<file path="src/rtl/fetch_pkg.sv">
// Shared types and constants for the instruction-fetch front end.
package fetch_pkg;

  localparam logic [31:0] RESET_PC_DEFAULT = 32'h1c00_0000;

  typedef struct packed {
    logic [31:0] pc;
    logic [31:0] inst;
  } fetch_entry_t;

endpackage

</file>
<file path="src/rtl/fetch_prefetch_unit_if.sv">
// Fetch-unit bus: instruction RAM port, core IF handshake, branch redirect and debug count.
interface fetch_prefetch_unit_if #(
  parameter int unsigned DEPTH  = 4,
  parameter int unsigned ADDR_W = 10
);
  localparam int unsigned CNT_W = $clog2(DEPTH) + 1;

  logic              inst_ram_en;
  logic [ADDR_W-1:0] inst_ram_addr;
  logic [31:0]       inst_ram_rdata;
  logic              if_valid;
  logic              if_ready;
  logic [31:0]       if_inst;
  logic [31:0]       if_pc;
  logic              redirect_valid;
  logic [31:0]       redirect_pc;
  logic [CNT_W-1:0]  fifo_count;

  modport master (
    output inst_ram_en, inst_ram_addr, if_valid, if_inst, if_pc, fifo_count,
    input  inst_ram_rdata, if_ready, redirect_valid, redirect_pc
  );

  modport slave (
    input  inst_ram_en, inst_ram_addr, if_valid, if_inst, if_pc, fifo_count,
    output inst_ram_rdata, if_ready, redirect_valid, redirect_pc
  );

endinterface

</file>
<file path="src/rtl/fetch_fifo.sv">
// Synchronous FIFO of {pc, inst} fetch entries; flush beats push, head reads as zero when empty.
module fetch_fifo
  import fetch_pkg::*;
#(
  parameter int unsigned DEPTH = 4,
  localparam int unsigned PTR_W = $clog2(DEPTH),
  localparam int unsigned CNT_W = PTR_W + 1
) (
  input  logic             clk,
  input  logic             rst,
  input  logic             push,
  input  logic             pop,
  input  logic             flush,
  input  fetch_entry_t     din,
  output fetch_entry_t     dout,
  output logic [CNT_W-1:0] count,
  output logic             full,
  output logic             empty
);

  fetch_entry_t     mem_q [DEPTH];
  logic [PTR_W-1:0] wr_ptr_q, wr_ptr_d, rd_ptr_q, rd_ptr_d;
  logic [CNT_W-1:0] count_q, count_d;

  always_comb begin
    wr_ptr_d = wr_ptr_q;
    rd_ptr_d = rd_ptr_q;
    count_d  = count_q;
    if (flush) begin
      wr_ptr_d = '0;
      rd_ptr_d = '0;
      count_d  = '0;
    end else begin
      if (push) wr_ptr_d = wr_ptr_q + PTR_W'(1);
      if (pop)  rd_ptr_d = rd_ptr_q + PTR_W'(1);
      count_d = count_q + CNT_W'(push) - CNT_W'(pop);
    end
  end

  always_ff @(posedge clk) begin
    if (rst) begin
      wr_ptr_q <= '0;
      rd_ptr_q <= '0;
      count_q  <= '0;
    end else begin
      wr_ptr_q <= wr_ptr_d;
      rd_ptr_q <= rd_ptr_d;
      count_q  <= count_d;
    end
  end

  always_ff @(posedge clk) begin
    if (push && !flush) mem_q[wr_ptr_q] <= din;
  end

  assign empty = (count_q == '0);
  assign full  = (count_q == CNT_W'(DEPTH));
  assign count = count_q;
  // Gate the head so a flushed or reset FIFO presents zeros rather than stale entries.
  assign dout  = empty ? '0 : mem_q[rd_ptr_q];

endmodule

</file>
<file path="src/rtl/fetch_prefetch_unit.sv">
// Fetch front end: owns the fetch PC, issues RAM reads against FIFO credit, handles redirects.
module fetch_prefetch_unit
  import fetch_pkg::*;
#(
  parameter logic [31:0] RESET_PC = RESET_PC_DEFAULT,
  parameter int unsigned DEPTH    = 4,
  parameter int unsigned ADDR_W   = 10
) (
  input logic                   clk,
  input logic                   rst,
  fetch_prefetch_unit_if.master bus
);

  localparam int unsigned CNT_W = $clog2(DEPTH) + 1;

  logic [31:0]      fetch_pc_q, fetch_pc_d;
  logic [31:0]      inflight_pc_q, inflight_pc_d;
  logic             inflight_q, inflight_d;
  logic             pop, push, issue, fifo_full, fifo_empty;
  logic [CNT_W:0]   occupancy;
  logic [CNT_W-1:0] fifo_cnt;
  fetch_entry_t     fifo_din, fifo_head;

  assign pop  = !fifo_empty && bus.if_ready;
  assign push = inflight_q && !bus.redirect_valid;

  // Credit the pop so a full pipeline still issues every cycle.
  assign occupancy = {1'b0, fifo_cnt} + (CNT_W + 1)'(inflight_q) - (CNT_W + 1)'(pop);
  assign issue     = !rst && !bus.redirect_valid && (occupancy < (CNT_W + 1)'(DEPTH));

  always_comb begin
    fetch_pc_d    = fetch_pc_q;
    inflight_pc_d = inflight_pc_q;
    inflight_d    = issue;
    if (bus.redirect_valid) begin
      fetch_pc_d = bus.redirect_pc & ~32'h3;
    end else if (issue) begin
      fetch_pc_d    = fetch_pc_q + 32'd4;
      inflight_pc_d = fetch_pc_q;
    end
  end

  always_ff @(posedge clk) begin
    if (rst) begin
      fetch_pc_q    <= RESET_PC;
      inflight_pc_q <= '0;
      inflight_q    <= 1'b0;
    end else begin
      fetch_pc_q    <= fetch_pc_d;
      inflight_pc_q <= inflight_pc_d;
      inflight_q    <= inflight_d;
    end
  end

  assign fifo_din = '{pc: inflight_pc_q, inst: bus.inst_ram_rdata};

  fetch_fifo #(
    .DEPTH (DEPTH)
  ) u_fifo (
    .clk   (clk),
    .rst   (rst),
    .push  (push),
    .pop   (pop),
    .flush (bus.redirect_valid),
    .din   (fifo_din),
    .dout  (fifo_head),
    .count (fifo_cnt),
    .full  (fifo_full),
    .empty (fifo_empty)
  );

  assign bus.inst_ram_en   = issue;
  assign bus.inst_ram_addr = fetch_pc_q[ADDR_W+1:2];
  assign bus.if_valid      = !fifo_empty;
  assign bus.if_inst       = fifo_head.inst;
  assign bus.if_pc         = fifo_head.pc;
  assign bus.fifo_count    = fifo_cnt;

  push_not_full: assert property (@(posedge clk) disable iff (rst) !(push && fifo_full && !pop));
  pop_not_empty: assert property (@(posedge clk) disable iff (rst) !(pop && fifo_empty));

endmodule
</file>
<file path="src/flat_wrapper.sv">
// flat-port wrapper written by rule: the top's interface ports become plain ports
module fetch_prefetch_unit_flat import fetch_pkg::*;
#(
  parameter logic [31:0] RESET_PC = RESET_PC_DEFAULT,
  parameter int unsigned DEPTH    = 4,
  parameter int unsigned ADDR_W   = 10
)
  (clk, rst, bus_inst_ram_en, bus_inst_ram_addr, bus_if_valid, bus_if_inst, bus_if_pc, bus_fifo_count, bus_inst_ram_rdata, bus_if_ready, bus_redirect_valid, bus_redirect_pc);
  fetch_prefetch_unit_if #(.DEPTH(DEPTH), .ADDR_W(ADDR_W)) bus_i ();
  input logic clk;
  input logic rst;
  output wire logic [$bits(bus_i.inst_ram_en)-1:0] bus_inst_ram_en;
  output wire logic [$bits(bus_i.inst_ram_addr)-1:0] bus_inst_ram_addr;
  output wire logic [$bits(bus_i.if_valid)-1:0] bus_if_valid;
  output wire logic [$bits(bus_i.if_inst)-1:0] bus_if_inst;
  output wire logic [$bits(bus_i.if_pc)-1:0] bus_if_pc;
  output wire logic [$bits(bus_i.fifo_count)-1:0] bus_fifo_count;
  input wire logic [$bits(bus_i.inst_ram_rdata)-1:0] bus_inst_ram_rdata;
  input wire logic [$bits(bus_i.if_ready)-1:0] bus_if_ready;
  input wire logic [$bits(bus_i.redirect_valid)-1:0] bus_redirect_valid;
  input wire logic [$bits(bus_i.redirect_pc)-1:0] bus_redirect_pc;
  assign bus_inst_ram_en = bus_i.inst_ram_en;
  assign bus_inst_ram_addr = bus_i.inst_ram_addr;
  assign bus_if_valid = bus_i.if_valid;
  assign bus_if_inst = bus_i.if_inst;
  assign bus_if_pc = bus_i.if_pc;
  assign bus_fifo_count = bus_i.fifo_count;
  assign bus_i.inst_ram_rdata = bus_inst_ram_rdata;
  assign bus_i.if_ready = bus_if_ready;
  assign bus_i.redirect_valid = bus_redirect_valid;
  assign bus_i.redirect_pc = bus_redirect_pc;
  fetch_prefetch_unit #(.RESET_PC(RESET_PC), .DEPTH(DEPTH), .ADDR_W(ADDR_W)) u_core (.clk(clk), .rst(rst), .bus(bus_i));
endmodule
</file>
<file path="config.mk">
export PLATFORM = sky130hd
export DESIGN_NAME = fetch_prefetch_unit_flat
export DESIGN_NICKNAME = d
export VERILOG_FILES = /design/src/rtl/fetch_pkg.sv /design/src/rtl/fetch_prefetch_unit_if.sv /design/src/rtl/fetch_fifo.sv /design/src/rtl/fetch_prefetch_unit.sv /design/src/flat_wrapper.sv
export SDC_FILE = /design/constraint.sdc
export NUM_CORES = 1
export LEC_CHECK = 0
export CAP_MARGIN = 10
export CORE_ASPECT_RATIO = 1.2
export CORE_MARGIN = 8
export CORE_UTILIZATION = 60
export DETAILED_ROUTE_END_ITERATION = 10
export PLACE_DENSITY = 0.84
export SKIP_CTS_REPAIR_TIMING = 1
export SLEW_MARGIN = 30
export SYNTH_ARGS = -nofsm -noshare
export SYNTH_HDL_FRONTEND = slang
export SYNTH_HIERARCHICAL = 1
export SYNTH_SLANG_ARGS = --single-unit
</file>
<file path="constraint.sdc">
create_clock -name clk -period 5.4 [get_ports clk]
set_clock_uncertainty 0.2 [all_clocks]
set_input_delay 0.81 -clock clk [delete_from_list [all_inputs] [get_ports clk]]
set_output_delay 0.81 -clock clk [all_outputs]
set_load 0.02 [all_outputs]
</file>
==> Implementation_results.wiki, run 1 <==
{| class="wikitable"
! Metric !! Value
|-
| Largest incremental delay on the critical path || roughly 0.61 ns
|-
| Cell chain of the critical path || clkdlybuf4s50_1, nor2b_1, ha_1, inv_1, ha_1, and3b_4, or4_4, a21o_1, inv_1, clkdlybuf4s50_1
|-
| Wire length on met2 || 13300 um
|-
| Final global-route overflow total || 0
|-
| Switching power summed over all nets || 1.14 mW
|-
| Cell area after synthesis || 13200 sq um
|-
| Global-route wire length before repair || 39900 um
|-
| Design Area, Final || 15900 sq um
|-
| Peak clock frequency supported by timing || 0.213 GHz
|-
| Worst slew margin || approximately half
|-
| Initial cell density of the core || 60.9%
|-
| Die area || around 27000 sq um
|-
| Maximum clock insertion buffer count || 3
|-
| Clock latency on the worst-skew pair || 0.54 ns
|-
| Number of buffers created by CTS || 30
|-
| Routed via count || 7476
|-
| Status || complete, no violations
|-
| Slowest-stage cell, CP || clkdlybuf4s50_1
|-
| Final cell utilization of the core || 73.1%
|-
| Number of DRC markers after the initial detailed-route iteration || 454
|-
| Post-detail-place hpwl || around 15000 um
|-
| Overall die width || between 150 and 200 um
|-
| Most used cells in the layout excluding fill and tap cells || edfxtp_1, clkdlybuf4s50_1, nand2_1
|-
| Sum Neg Setup Slack || 0 ns
|-
| Yosys warns || 6
|-
| Routed wirelength normalized by instance count || between 20 and 25 um
|-
| Final Worst Setup Slack || 0.696 ns
|-
| Number of placed cells counting well taps || 1213
|-
| Mean area per synthesized cell || between 15 and 20 sq um
|-
| Uppermost signal routing layer after detailed routing || met4
|-
| Largest fanout of any net on the critical path || 5
|-
| Data arrival at the endpoint of the critical path || 3.69 ns
|-
| Pwr Total || 5.37 mW
|-
| Startpoint class of the critical path || primary input
|-
| Die height || 179 um
|-
| Post-route insts no fill || 1273
|-
| Total power density per cell area || 339 nW/um^2
|-
| Wire length reported by the detailed router || 25800 um
|-
| Number of top-level design ports || 147
|-
| Final critical-path share of the clock period || about 87%
|-
| Per-cell via count in the routed design || between 5 and 6
|-
| Max_cap viols || 0
|-
| Number of instances in the synthesized netlist || 830
|-
| Port Buf Inserts || 144
|-
| Clock slew at reported path FFs || 0.06 ns
|-
| Power Internal || 4.23 mW
|-
| CP Capture Type || primary output
|-
| Worst slew pin tran || 0.760 ns
|-
| RSZ-0062 raised after global routing || false
|-
| Maximum number of pins on one net before global-route repair || 65
|-
| Placer Congestion || 0.852
|-
| CP Data Required Time || 4.39 ns
|-
| H-tree levels || 1
|-
| Final-report max-slew violation count || 0
|-
| Leak pwr || 4.97 nW
|-
| Worst-case hold slack || approximately 0.28 ns
|-
| Part of the total power dissipated in sequential elements || 52.0%
|-
| Sw Ratio || 21.2%
|-
| Placement row count || 59
|-
| Total number of nets in the final design || 1054
|-
| Number of antenna cells inserted || 0
|-
| Placed Area || between 10000 and 15000 sq um
|-
| Area added between synthesis and finish || 20.0%
|-
| Met3 layer wire length in the routed design || 1470 um
|-
| Worst Hold Class || flip-flop to flip-flop
|-
| Wire length the detailed router placed on met1 || around 11000 um
|-
| Length of the first detailed-routing pass in iterations || 5
|-
| IR Drop Worst-Case VDD || 0.261 mV
|-
| Fraction of layout cells with a size suffix above 1 || 13.2%
|-
| Number of routed nets with antenna violations || 0
|-
| Shortest clock period the worst path allows after layout || between 4 and 5 ns
|-
| TritonCTS clock tree || yes
|-
| Number of endpoints with negative hold slack in the final report || 0
|-
| Share of total power in the clock network || 39.4%
|-
| Clock tree root driver cell || clkbuf_16
|-
| Share of power burned in combinational logic || 8.6%
|-
| Number of sinks on the clock net || 326
|-
| Crit Path Category || primary input to primary output
|-
| Number of global-route vias before repair || about 7500
|-
| Post-Place Worst Slack || 0.680 ns
|-
| Core ar. || 21700 sq um
|-
| Final setup violation count || 0
|-
| Commonest non-fill, non-tap cell in the layout || edfxtp_1
|-
| Antenna violations before repair || 0
|-
| All-layer global routing usage || between 10% and 20%
|-
| DR DRC count || 0
|}
[state kept, by name, summed over array words and instances (netlist names), named ones only]
name / cells
u_core/u_fifo/mem_q: 256
u_core/fetch_pc_q: 30
u_core/inflight_pc_q: 30
u_core/u_fifo/count: 3
u_core/u_fifo/rd_ptr_q: 2
u_core/u_fifo/wr_ptr_q: 2
u_core/inflight_q: 1
[final timing paths]
kind,from,end,slack [ns],cells after the start
setup / recovery,bus_if_ready,bus_inst_ram_en,0.70,10
hold / removal,u_core/fetch_pc_q[27],u_core/inflight_pc_q[27],0.28,2
setup reg to reg,u_core/u_fifo/count[1],u_core/fetch_pc_q[27],1.67,12
hold reg to reg,u_core/fetch_pc_q[27],u_core/inflight_pc_q[27],0.28,2
[power by group through the flow]
stage                     Sequential (mW)  Combinational, mW  Clock, mW
after floorplan                      2.83              0.266          0
after global placement               2.85              0.455          0
after detailed placement             2.85              0.460          0
after CTS                            2.80              0.465       2.16
after global routing                 2.80              0.496       2.25
final                                2.80              0.462       2.12
[worst max-delay path, delay by kind of cell]
family | cells | cell delay (ns)
buffers and inverters | 4 | 1.17
and+or+nand+nor | 3 | 1.04
adders and majority gates | 2 | 0.49
AOI/OAI and AO/OA | 1 | 0.18
[cell type report]
cell class	instances	area (sq um)
multi-input combinational	432	3710
tap	274	343
fill	1375	5830
clock inverter	12	158
inverter	25	93.8
clock buffer	44	845
timing repair buffer	160	1620
sequential	326	9100
[layer usage]
layer	vias to the layer above	GRT usage, %
met5	-	0
met2	248	33.1
met1	3735	23.9
li1	3452	-
met3	41	2.61
met4	0	5.73
(Power assumes the default switching activity.)
==> run 2: changes to the inputs <==
Settings changed: SKIP_CTS_REPAIR_TIMING 1 to default.
==> results of run 2 <==
Same layout as run 1: the final DEF is identical, and so are final timing and power.
==> run 3: changes to the inputs <==
Settings changed: CORE_UTILIZATION 60 to 25, GPL_ROUTABILITY_DRIVEN from default to 1, PLACE_DENSITY 0.84 to default.
==> run 3 against run 2 <==
  * Die area up 120%
  * Clock-buffer cell count is 4 higher
  * Sequential power barely moved
  * Largest power group unchanged
  * Cell count up 35%
  * Largest cell class unchanged
  * Worst hold slack worse by 0.0029 ns
  * Setup slack lost 0.086 ns
==> Implementation_results.wiki, run 3 (same netlist as run 1, synthesis figures left out) <==
{| class="wikitable"
! Metric !! Value
|-
| Status || complete, no violations (unchanged)
|-
| FILL cells || 5179 (was 1375)
|-
| Final setup violation count || 0 (unchanged)
|-
| Total number of nets in the final design || 1062 (was 1054)
|-
| Global-route wire length before repair || 48200 um (was 39900 um)
|-
| Number of DRC markers after the initial detailed-route iteration || 392 (was 454)
|-
| Data arrival at the endpoint of the critical path || 3.78 ns (was 3.69 ns)
|-
| Number of sinks on the clock net || 326 (unchanged)
|-
| Area added between synthesis and finish || 25.7% (was 20.0%)
|-
| Maximum number of pins on one net before global-route repair || 65 (unchanged)
|-
| Most used cells in the layout excluding fill and tap cells || edfxtp_1, clkdlybuf4s50_1, nand2_1 (unchanged)
|-
| Port Buf Inserts || 144 (unchanged)
|-
| Shortest clock period the worst path allows after layout || 4.79 ns (was 4.70 ns)
|-
| Worst slew pin tran || 0.838 ns (was 0.760 ns)
|-
| Clock latency on the worst-skew pair || 0.53 ns (was 0.54 ns)
|-
| All-layer global routing usage || 10.3% (was 18.9%)
|-
| Leak pwr || 5.09 nW (was 4.97 nW)
|-
| Cell count of the worst hold path || 2 (unchanged)
|-
| Number of routed nets with antenna violations || 0 (unchanged)
|-
| Clock slew at reported path FFs || 0.06 ns (about the same)
|-
| IR Drop Worst-Case VDD || 0.147 mV (was 0.261 mV)
|-
| Critical path startpoint || bus_if_ready (unchanged)
|-
| Max reg flops || 256 (unchanged)
|-
| CP Data Required Time || 4.39 ns (about the same)
|-
| Slowest-stage cell, CP || clkdlybuf4s50_1 (unchanged)
|-
| Peak clock frequency supported by timing || 0.209 GHz (was 0.213 GHz)
|-
| Cell chain of the critical path || clkdlybuf4s50_1, nor2b_1, ha_1, inv_1, ha_1, and3b_4, or4_4, a21o_1, inv_1, clkdlybuf4s50_1 (unchanged)
|-
| Setup Fix Bufs, Post-CTS || 0 (unchanged)
|-
| DR DRC count || 0 (unchanged)
|-
| Maximum clock insertion buffer count || 3 (unchanged)
|-
| TritonCTS clock tree || yes (unchanged)
|-
| Clock tree root driver cell || clkbuf_16 (unchanged)
|-
| Max_cap viols || 0 (unchanged)
|-
| Registers with the highest flip-flop counts || u_core/u_fifo/mem_q (256), u_core/fetch_pc_q (30), u_core/inflight_pc_q (30) (unchanged)
|-
| Buf/Inv on CP || 4 (unchanged)
|-
| Largest Register || u_core/u_fifo/mem_q (unchanged)
|-
| Antenna violations before repair || 0 (unchanged)
|-
| Die area || 60500 sq um (was 27100 sq um)
|-
| Routed wirelength normalized by instance count || 18.3 um (was 20.3 um)
|-
| Worst-case hold slack || 0.278 ns (was 0.281 ns)
|-
| Wire length reported by the detailed router || 31400 um (was 25800 um)
|-
| Reg2reg start || u_core/u_fifo/count[2] (was u_core/u_fifo/count[1])
|-
| RSZ-0062 raised after global routing || false (unchanged)
|-
| Placer Congestion || 0.766 (was 0.852)
|-
| CP Capture Type || primary output (unchanged)
|-
| Final-report max-slew violation count || 0 (unchanged)
|-
| Sum Neg Setup Slack || 0 ns (unchanged)
|-
| Number of top-level design ports || 147 (unchanged)
|-
| Number of antenna cells inserted || 0 (unchanged)
|-
| Commonest non-fill, non-tap cell in the layout || edfxtp_1 (unchanged)
|-
| Crit Reg-Reg Endpoint || u_core/fetch_pc_q[27] (unchanged)
|-
| Crit Path Category || primary input to primary output (unchanged)
|-
| Final Worst Setup Slack || 0.610 ns (was 0.696 ns)
|-
| Category of cells accounting for the largest share of critical-path delay || buffers and inverters (unchanged)
|-
| Worst Hold Class || flip-flop to flip-flop (unchanged)
|-
| Largest fanout of any net on the critical path || 5 (unchanged)
|-
| Post_cts resized || 0 (unchanged)
|-
| H-tree levels || 2 (was 1)
|-
| Post-Place Worst Slack || 0.596 ns (was 0.680 ns)
|-
| Number of buffers created by CTS || 37 (was 30)
|-
| Per-cell via count in the routed design || 4.34 (was 5.87)
|-
| Routed via count || 7450 (was 7476)
|-
| Worst hold endpoint || u_core/inflight_pc_q[31] (was u_core/inflight_pc_q[27])
|-
| Worst slew margin || 44.2% (was 49.4%)
|-
| # hold bufs at CTS || 0 (unchanged)
|-
| Core ar. || 52400 sq um (was 21700 sq um)
|-
| Final global-route overflow total || 0 (unchanged)
|-
| Initial cell density of the core || 25.3% (was 60.9%)
|-
| Die height || 268 um (was 179 um)
|-
| Fraction of layout cells with a size suffix above 1 || 15.1% (was 13.2%)
|-
| Critical hold path startpoint || u_core/fetch_pc_q[31] (was u_core/fetch_pc_q[27])
|-
| Worst setup slack for register-to-register paths || 1.67 ns (about the same)
|-
| Overall die width || 226 um (was 152 um)
|-
| Worst Reg2Reg Path Length in Cells || 12 (unchanged)
|-
| Startpoint class of the critical path || primary input (unchanged)
|-
| Length of the first detailed-routing pass in iterations || 4 (was 5)
|-
| Largest incremental delay on the critical path || 0.62 ns (was 0.61 ns)
|-
| Number of global-route vias before repair || 7940 (was 7476)
|-
| Post-detail-place hpwl || 20100 um (was 15500 um)
|-
| Final critical-path share of the clock period || 88.7% (was 87.1%)
|-
| Number of endpoints with negative hold slack in the final report || 0 (unchanged)
|-
| Placement row count || 92 (was 59)
|-
| Total power density per cell area || 347 nW/um^2 (was 339 nW/um^2)
|}
==> run 3: changes by cell type in the layout (fill, tap and decap cells not counted), moves of 2 or more <==
| cell | previous run | this run |
|---|---|---|
| clkinv_2 | 0 | 4 |
| clkinv_4 | 0 | 2 |
| inv_6 | 0 | 5 |
| buf_4 | 12 | 15 |
| clkbuf_16 | 31 | 40 |
| clkbuf_1 | 11 | 5 |
| clkinv_1 | 7 | 5 |
| clkinvlp_4 | 0 | 2 |
| bufinv_16 | 4 | 2 |
==> run 3: layout make-up <==
type	count	area [sq um]	area share (%)
timing repair buffer	161	1600	9.61
clock buffer	48	1060	6.38
multi-input combinational	432	3710	22.3
clock inverter	20	175	1.05
inverter	25	93.8	0.565
sequential	326	9100	54.7
tap	705	882	5.31
==> run 3: worst max path at each step <==
stage / end / slack [ns] / cells past startpoint
finish: bus_inst_ram_en / 0.61 / 10
global route: bus_inst_ram_en / 0.48 / 10
CTS: bus_inst_ram_en / 0.59 / 10
detailed placement: bus_inst_ram_en / 0.60 / 10
global placement: bus_inst_ram_en / 0.62 / 10
floorplan: bus_inst_ram_en / 1.36 / 13
==> run 3: layer usage <==
metal,up-vias,share of wire (%),GRT usage (%)
li1,3484,-,-
met1,3741,43,12.8
met2,171,49,17.8
met3,54,4.8,2.13
met4,0,2.5,3.52
met5,-,0,0
==> run 3: where the power goes <==
group | total [mW] | internal (mW) | switching [mW] | leakage [nW]
Sequential | 2.80 | 2.75 | 0.0521 | 2.77
Combinational | 0.475 | 0.216 | 0.259 | 1.71
Clock | 2.50 | 1.50 | 1.00 | 0.603
==> run 3: worst min-delay path, stage by stage, from the launching register on <==
cell	delay [ns]
dfxtp_1	0.32
nand2_1	0.06
a21oi_1	0.05
==> run 3: per-stage QoR <==
| step | cells | utilization, % | instance area [sq um] | power [mW] |
|---|---|---|---|---|
| CTS | 1717 | 31.7 | 16600 | 5.88 |
| detailed placement | 1649 | 29.4 | 15400 | 3.34 |
| global placement | 1648 | 29.3 | 15400 | 3.33 |
| finish | 1717 | 31.7 | 16600 | 5.77 |
| floorplan | 837 | - | 13300 | 3.10 |
| global route | 1717 | 31.7 | 16600 | 6.01 |
